===== src/rtl/cosim_trace_sequencer.sv =====
// Dual-lane retire trace queue feeding a lockstep co-simulation checker.
// Two enqueues and one first-word-fall-through dequeue per cycle.
module cosim_trace_sequencer #(
    parameter int TRACE_W = 256,
    parameter int DEPTH   = 8
) (
    input  logic                       clock,
    input  logic                       reset,
    output logic                       in_ready,
    input  logic                       in0_fire,
    input  logic [TRACE_W-1:0]         in0_rec,
    input  logic                       in1_fire,
    input  logic [TRACE_W-1:0]         in1_rec,
    output logic                       out_valid,
    input  logic                       out_ready,
    output logic [TRACE_W-1:0]         out_rec,
    output logic                       out_lane,
    output logic [63:0]                out_seq,
    output logic [$clog2(DEPTH):0]     count,
    output logic                       overflow,
    output logic [15:0]                drop_cnt
);

    localparam int PW = $clog2(DEPTH);
    localparam int CW = PW + 1;

    logic [TRACE_W-1:0] mem_q  [DEPTH];
    logic               lane_q [DEPTH];

    logic [PW-1:0] head_q, head_d;
    logic [PW-1:0] tail_q, tail_d;
    logic [CW-1:0] count_q, count_d;
    logic [63:0]   seq_q, seq_d;
    logic          ovf_q, ovf_d;
    logic [15:0]   drop_q, drop_d;

    logic               wr0_en, wr1_en;
    logic [PW-1:0]      wr0_addr, wr1_addr;
    logic [TRACE_W-1:0] wr0_data, wr1_data;
    logic               wr0_lane, wr1_lane;

    logic          accept;
    logic          pop;
    logic [1:0]    n_fire;
    logic [16:0]   drop_sum;

    assign in_ready  = (count_q <= CW'(DEPTH - 2));
    assign out_valid = (count_q != '0);
    assign out_rec   = mem_q[head_q];
    assign out_lane  = lane_q[head_q];
    assign out_seq   = seq_q;
    assign count     = count_q;
    assign overflow  = ovf_q;
    assign drop_cnt  = drop_q;

    assign n_fire = {1'b0, in0_fire} + {1'b0, in1_fire};
    assign accept = in_ready && (n_fire != 2'd0);
    assign pop    = out_valid && out_ready;

    always_comb begin
        wr0_en   = 1'b0;
        wr1_en   = 1'b0;
        wr0_addr = tail_q;
        wr1_addr = tail_q + PW'(1);
        wr0_data = in0_rec;
        wr1_data = in1_rec;
        wr0_lane = 1'b0;
        wr1_lane = 1'b1;
        // A lone lane-1 event takes the tail slot so no hole is left.
        if (accept) begin
            if (in0_fire) begin
                wr0_en = 1'b1;
                wr1_en = in1_fire;
            end else begin
                wr0_en   = 1'b1;
                wr0_data = in1_rec;
                wr0_lane = 1'b1;
            end
        end
    end

    always_comb begin
        head_d   = head_q;
        tail_d   = tail_q;
        count_d  = count_q;
        seq_d    = seq_q;
        ovf_d    = ovf_q;
        drop_d   = drop_q;
        drop_sum = {1'b0, drop_q} + 17'(n_fire);
        if (accept) begin
            tail_d = tail_q + PW'(n_fire);
        end
        if (pop) begin
            head_d = head_q + PW'(1);
            seq_d  = seq_q + 64'd1;
        end
        count_d = count_q + (accept ? CW'(n_fire) : CW'(0)) - CW'(pop);
        if (!in_ready && (n_fire != 2'd0)) begin
            ovf_d  = 1'b1;
            drop_d = drop_sum[16] ? 16'hFFFF : drop_sum[15:0];
        end
    end

    always_ff @(posedge clock) begin
        if (!reset) begin
            head_q  <= '0;
            tail_q  <= '0;
            count_q <= '0;
            seq_q   <= '0;
            ovf_q   <= 1'b0;
            drop_q  <= '0;
        end else begin
            head_q  <= head_d;
            tail_q  <= tail_d;
            count_q <= count_d;
            seq_q   <= seq_d;
            ovf_q   <= ovf_d;
            drop_q  <= drop_d;
        end
    end

    // Storage is not cleared; stale slots are unreachable once pointers reset.
    always_ff @(posedge clock) begin
        if (reset) begin
            if (wr0_en) begin
                mem_q[wr0_addr]  <= wr0_data;
                lane_q[wr0_addr] <= wr0_lane;
            end
            if (wr1_en) begin
                mem_q[wr1_addr]  <= wr1_data;
                lane_q[wr1_addr] <= wr1_lane;
            end
        end
    end

endmodule


===== config.mk =====
export PLATFORM = sky130hd
export DESIGN_NAME = cosim_trace_sequencer
export DESIGN_NICKNAME = d
export VERILOG_FILES = /design/src/rtl/cosim_trace_sequencer.sv
export SDC_FILE = /design/constraint.sdc
export NUM_CORES = 2
export LEC_CHECK = 0
export BUFFER_PORTS_ARGS = -buffer_cell sky130_fd_sc_hd__buf_2
export CAP_MARGIN = 20
export CORE_UTILIZATION = 37
export CTS_BUF_LIST = sky130_fd_sc_hd__clkbuf_8 sky130_fd_sc_hd__clkbuf_16
export DETAILED_ROUTE_END_ITERATION = 16
export PLACE_DENSITY = 0.56
export SETUP_SLACK_MARGIN = 0.3
export SYNTH_ARGS = -nofsm -noshare
export SYNTH_HDL_FRONTEND = slang
export SYNTH_SLANG_ARGS = --single-unit

===== constraint.sdc =====
create_clock -name clock -period 26.2 [get_ports clock]
set_input_delay 5.24 -clock clock [delete_from_list [all_inputs] [get_ports clock]]
set_output_delay 5.24 -clock clock [all_outputs]
set_load 0.02 [all_outputs]

# Yosys cells after proc, flatten, opt, wreduce, memory -nomap -nowiden
# Memory sizes are Yosys's and may differ from the RTL's. A register that Yosys moved wholly into a read port is not among the register bits.
# Index checks and enable logic that the tools add are counted.
[op_classes] div=0 order_cmp=1 n_mux=19 bitwise_logic=0 n_shift=0 reduce_logical=6 eq_ne=0 add_sub_neg=8 multipliers=0
[ops] op="256-bit 2-to-1 mux" count=2
[ops] op="64-bit by 1-bit adder with 64-bit output, second input constant" count=1
[ops] op="16-bit by 2-bit adder with 17-bit output" count=1
[ops] op="16-bit 2-to-1 mux" count=1
[ops] op="3-bit 2-to-1 mux" count=4
[ops] op="1-bit 2-to-1 mux" count=11
[ops] op="3-bit by 1-bit adder with 3-bit output, second input constant" count=2
[ops] op="4-bit by 2-bit adder with 4-bit output" count=1
[ops] op="4-bit by 3-bit less-or-equal comparator with 1-bit output, second input constant" count=1
[ops] op="4-bit nonzero test" count=1
[ops] op="4-bit by 1-bit subtractor with 4-bit output" count=1
[ops] op="3-bit by 2-bit adder with 3-bit output" count=1
[ops] op="1-bit logical AND" count=3
[ops] op="1-bit by 1-bit adder with 2-bit output" count=1
[ops] op="2-bit 2-to-1 mux" count=1
[ops] op="2-bit nonzero test" count=1
[ops] op="1-bit zero test" count=1
[word_totals] out_inout_bits=344 reg_bits=91 wordCells=42 n_memories=2 in_bits=517 latch_bits=0 romBits=0 ramBits=2056
[mem_list] name="mem_q" depth=8 width=256 read_ports=1 rd_clocked_by_memory_dff=1 write_ports=2 line_no="27" source="logic [TRACE_W-1:0] mem_q [DEPTH];"
[mem_list] name="lane_q" depth=8 width=1 read_ports=1 rd_clocked_by_memory_dff=1 write_ports=2 line_no="28" source="logic lane_q [DEPTH];"

# Longest topological paths before layout
[logic_depth] ltp_word=7 ltp_mapped=13 mapped_depth_nobuf=12

# Least setup slack after synthesis
# No wires, ideal clock.
[synth_timing] kind="input to register" from="input port in0_fire" to="memory mem_q[7][0], enable pin" t_arrival_ps=23625 setup_ps=1227 cell_stages=5 t_required_ps=24973 slack_ps=1348 path_buffers=0 path_cell_list="inv_1 ha_1 inv_1 nand4_1 o21ai_0"
[synth_rtl] item="start, declared" line_no="10" source="input logic in0_fire,"
[synth_rtl] item="end, declared" line_no="27"

==> impl_metrics.ini <==
[outcome]
status = finished clean

[pwr]
power_switching_w = 0.00322
power_frac_seq_pct = 41.0
p_int_w = 0.00717
p_per_area_mw_per_mm2 = 87.1
switching_share_pct = 31.0
p_leak_nw = 41.3
clkPwrFrac_pct = 31.4
p_comb_share_pct = 27.6
ir_drop_uv = 58.5

[yosys]
synth.mux.area_fraction_pct = 16.3
yosys.area_share.simple_pct = 8.72
synth_common_cells = 2,097 x a21oi_1, 2,097 x nor2_1, 2,048 x edfxtp_1
synth-adder-area-share_pct = 0.236
ys_seq_elements = 2150
synth_area_leaders = edfxtp_1 58%, mux4_2 11%, a21oi_1 10%, nor2_1 7.5%, mux2_2 2.8%
synth_fp_nets = 9195
synth.distinct_cells = 45
yosysTopAreaCellShare_pct = 58.5
yosysWarnings = 0
synth_edf_count = 2048
synth_compound_area_share_pct = 10.3
syn-cell-area_mm2 = 0.105
synth-xor-area-share_pct = 0.342
synthCells = 8660
synth_async_sr_flop_share_pct = 0
synth_ff_type = edfxtp_1
yosys.area.top_type = edfxtp_1
synth_top_family_by_area = multiplexers
postSynthAreaPerCell_um2 = 12.1
seq_area_frac_synth_pct = 60.4

[sta]
fin_crit_ns = 11.29
finalCritPeriodShare_pct = 43.1
fmax_mhz = 88.6
hold_viol_final = 0
final-setup-viol-count = 0
rsz0062_at_grt = false
tightest_slew_ns = 1.14
skew_ns = 0.0311
slew_headroom_pct = 23.9
final.setup.worst_slack_ns = 14.91
setup-tns-final_ns = 0
maxSlewViolCount = 0

[placed_design]
io_buffers = 860
post-place-ws_ns = 14.90
place_inst = 12500
dp_hpwl_um = 193000
place_congestion = 0.810

[cts]
cts_buffers = 235
clkTransAtPathRegs_ns = 0.06
cts_buffer_depth = 4
hold_buffers = 0
post_cts_buffers = 0
cts_repair_resize_count = 0
cts-root-buf = clkbuf_16
tritoncts = done
clk_latency_ns = 0.89
cts.sinks = 2150
cts-htree-levels = 4

[global_route]
grt_pass1_vias = 70600
grt_pass1_wl_um = 473000
grt_overflow = 0
track_usage_pct = 22.0
grt_max_degree = 169
grt_antenna_before_repair = 128

[detailed_routing]
drc_errors = 0
ant_nets = 0
vias_per_cell = 5.64
drt-wirelength-per-cell_um = 25.0
num_vias = 73100
finalWirelength_um = 324000
first_pass_iters = 6
drtIter0Drc = 8394

[critical_path]
slowest_stage = dfxtp_4
crit_top_cell = buf_4
worst-endpoint-required_ns = 20.96
end_kind = primary output
arrival_ns = 6.05
path_delay_family = buffers and inverters
crit_buf_inv = 5
start_kind = register
critPathMaxStageDelay_ns = 0.99
crit_type = reg -> out
critical_path_peak_fanout = 65
path_cells = buf_4, buf_4, buf_4, buf_4, mux4_2, mux2_2, buf_2

[job]
maxCapViolations = 0

[floorplanning]
die_w_um = 535
die_area_mm2 = 0.286
die_height_um = 535
num_rows = 195
core_area_mm2 = 0.283
floorplan.initialDensity_pct = 37.2
num_io_pins = 861

[cells_and_area]
final_cells = 13000
syn2layout_area_growth_pct = 13.5
drive_above_1_share_pct = 23.0
final_nets = 9515

[worst_hold_path]
hold_path.class = reg -> reg
## logic make-up after synthesis
group                    Yosys count
AND/OR/NAND/NOR                 2322
AO/OA/AOI/OAI                   2154
flip-flops                      2150
multiplexers                    1040
buffers and inverters            935
XOR/XNOR                          41
adder cells (fa/ha/maj)           18
## cell usage in the layout (no fill, tap or decap), drive strengths merged, types with 2 or more instances in the layout
master and count:
edfxtp 2048, a21oi 2097, xnor2 22, and3 10
o31ai 18, nor2 2097, inv 95, nand3 36
nand4 26, o21ai 26, mux2 257, nor3 18
clkinvlp 6, and2 11, a21o 3, nand2b 2
clkbuf 244, clkinv 92, dfxtp 102, o21a 4
diode 55, nand2 66, fa 3, and4 8
or4 19, bufinv 18, mux2i 269, nor4 8
or3 17, buf 991, ha 15, mux4 514
xor2 19
## sequential cells by signal, indices dropped and copies added, names as in the netlist, named ones only
register / cells
mem_q: 2048
out_seq: 64
drop_cnt: 16
lane_q: 8
count: 4
head_q: 3
tail_q: 3
overflow: 1
## worst register-to-register path, stage by stage (launching register included)
cell,delay (ns)
dfxtp_1,0.50
ha_1,0.32
and3_1,0.27
and2_1,0.26
nand2_4,0.54
buf_4,0.83
buf_4,0.78
buf_4,0.75
buf_4,0.81
buf_4,0.88
a21oi_1,0.25
## layer usage
metal	share of wire (%)	wire length, µm	up-vias	global-route usage (%)
li1	-	-	32700	-
met1	40	131000	36300	29.8
met2	47	152000	3403	35.5
met3	10	33300	569	5.28
met4	2.2	7290	118	5.33
met5	0.22	725	-	0
## path summary, 6_finish.rpt
kind	start	end	slack [ns]	cells after the start
worst max-delay path	register	out_rec[99]	14.91	7
worst max register to register	tail_q[1]	mem_q[2][139]	19.71	10
worst min register to register	overflow	overflow	0.45	2
worst min-delay path	overflow	overflow	0.45	2
## metrics by stage
stage | hold WS [ns] | area (µm²) | total power [W] | utilization (%)
3_5_place_dp | 0.448 | 112000 | 0.00722 | 39.5
2_1_floorplan | 0.436 | 105000 | 0.00635 | -
3_3_place_gp | 0.449 | 112000 | 0.00717 | 39.5
5_1_grt | 0.499 | 119000 | 0.0108 | 42.2
6_report | 0.455 | 119000 | 0.0104 | 42.2
4_1_cts | 0.457 | 119000 | 0.0105 | 42.2
## power by group through the flow
stage          sequential [W]  clock [W]  combinational, W
2_1_floorplan         0.00437          0           0.00198
3_3_place_gp          0.00433          0           0.00283
3_5_place_dp          0.00435          0           0.00287
4_1_cts               0.00428    0.00332           0.00288
5_1_grt               0.00428    0.00344           0.00307
6_report              0.00426    0.00326           0.00287
## area by class of cell
class                   count  area, µm²
multi-input cells        5575      38000
flip-flops and latches   2150      63600
repair buffers            991       5440
inverters                  27        101
clock inverters           184       1400
fillers                 26100     163000
clock buffers             244       6050
diodes                     55        138
well taps                3743       4680
No activity file was read; power rests on OpenSTA's default activity.
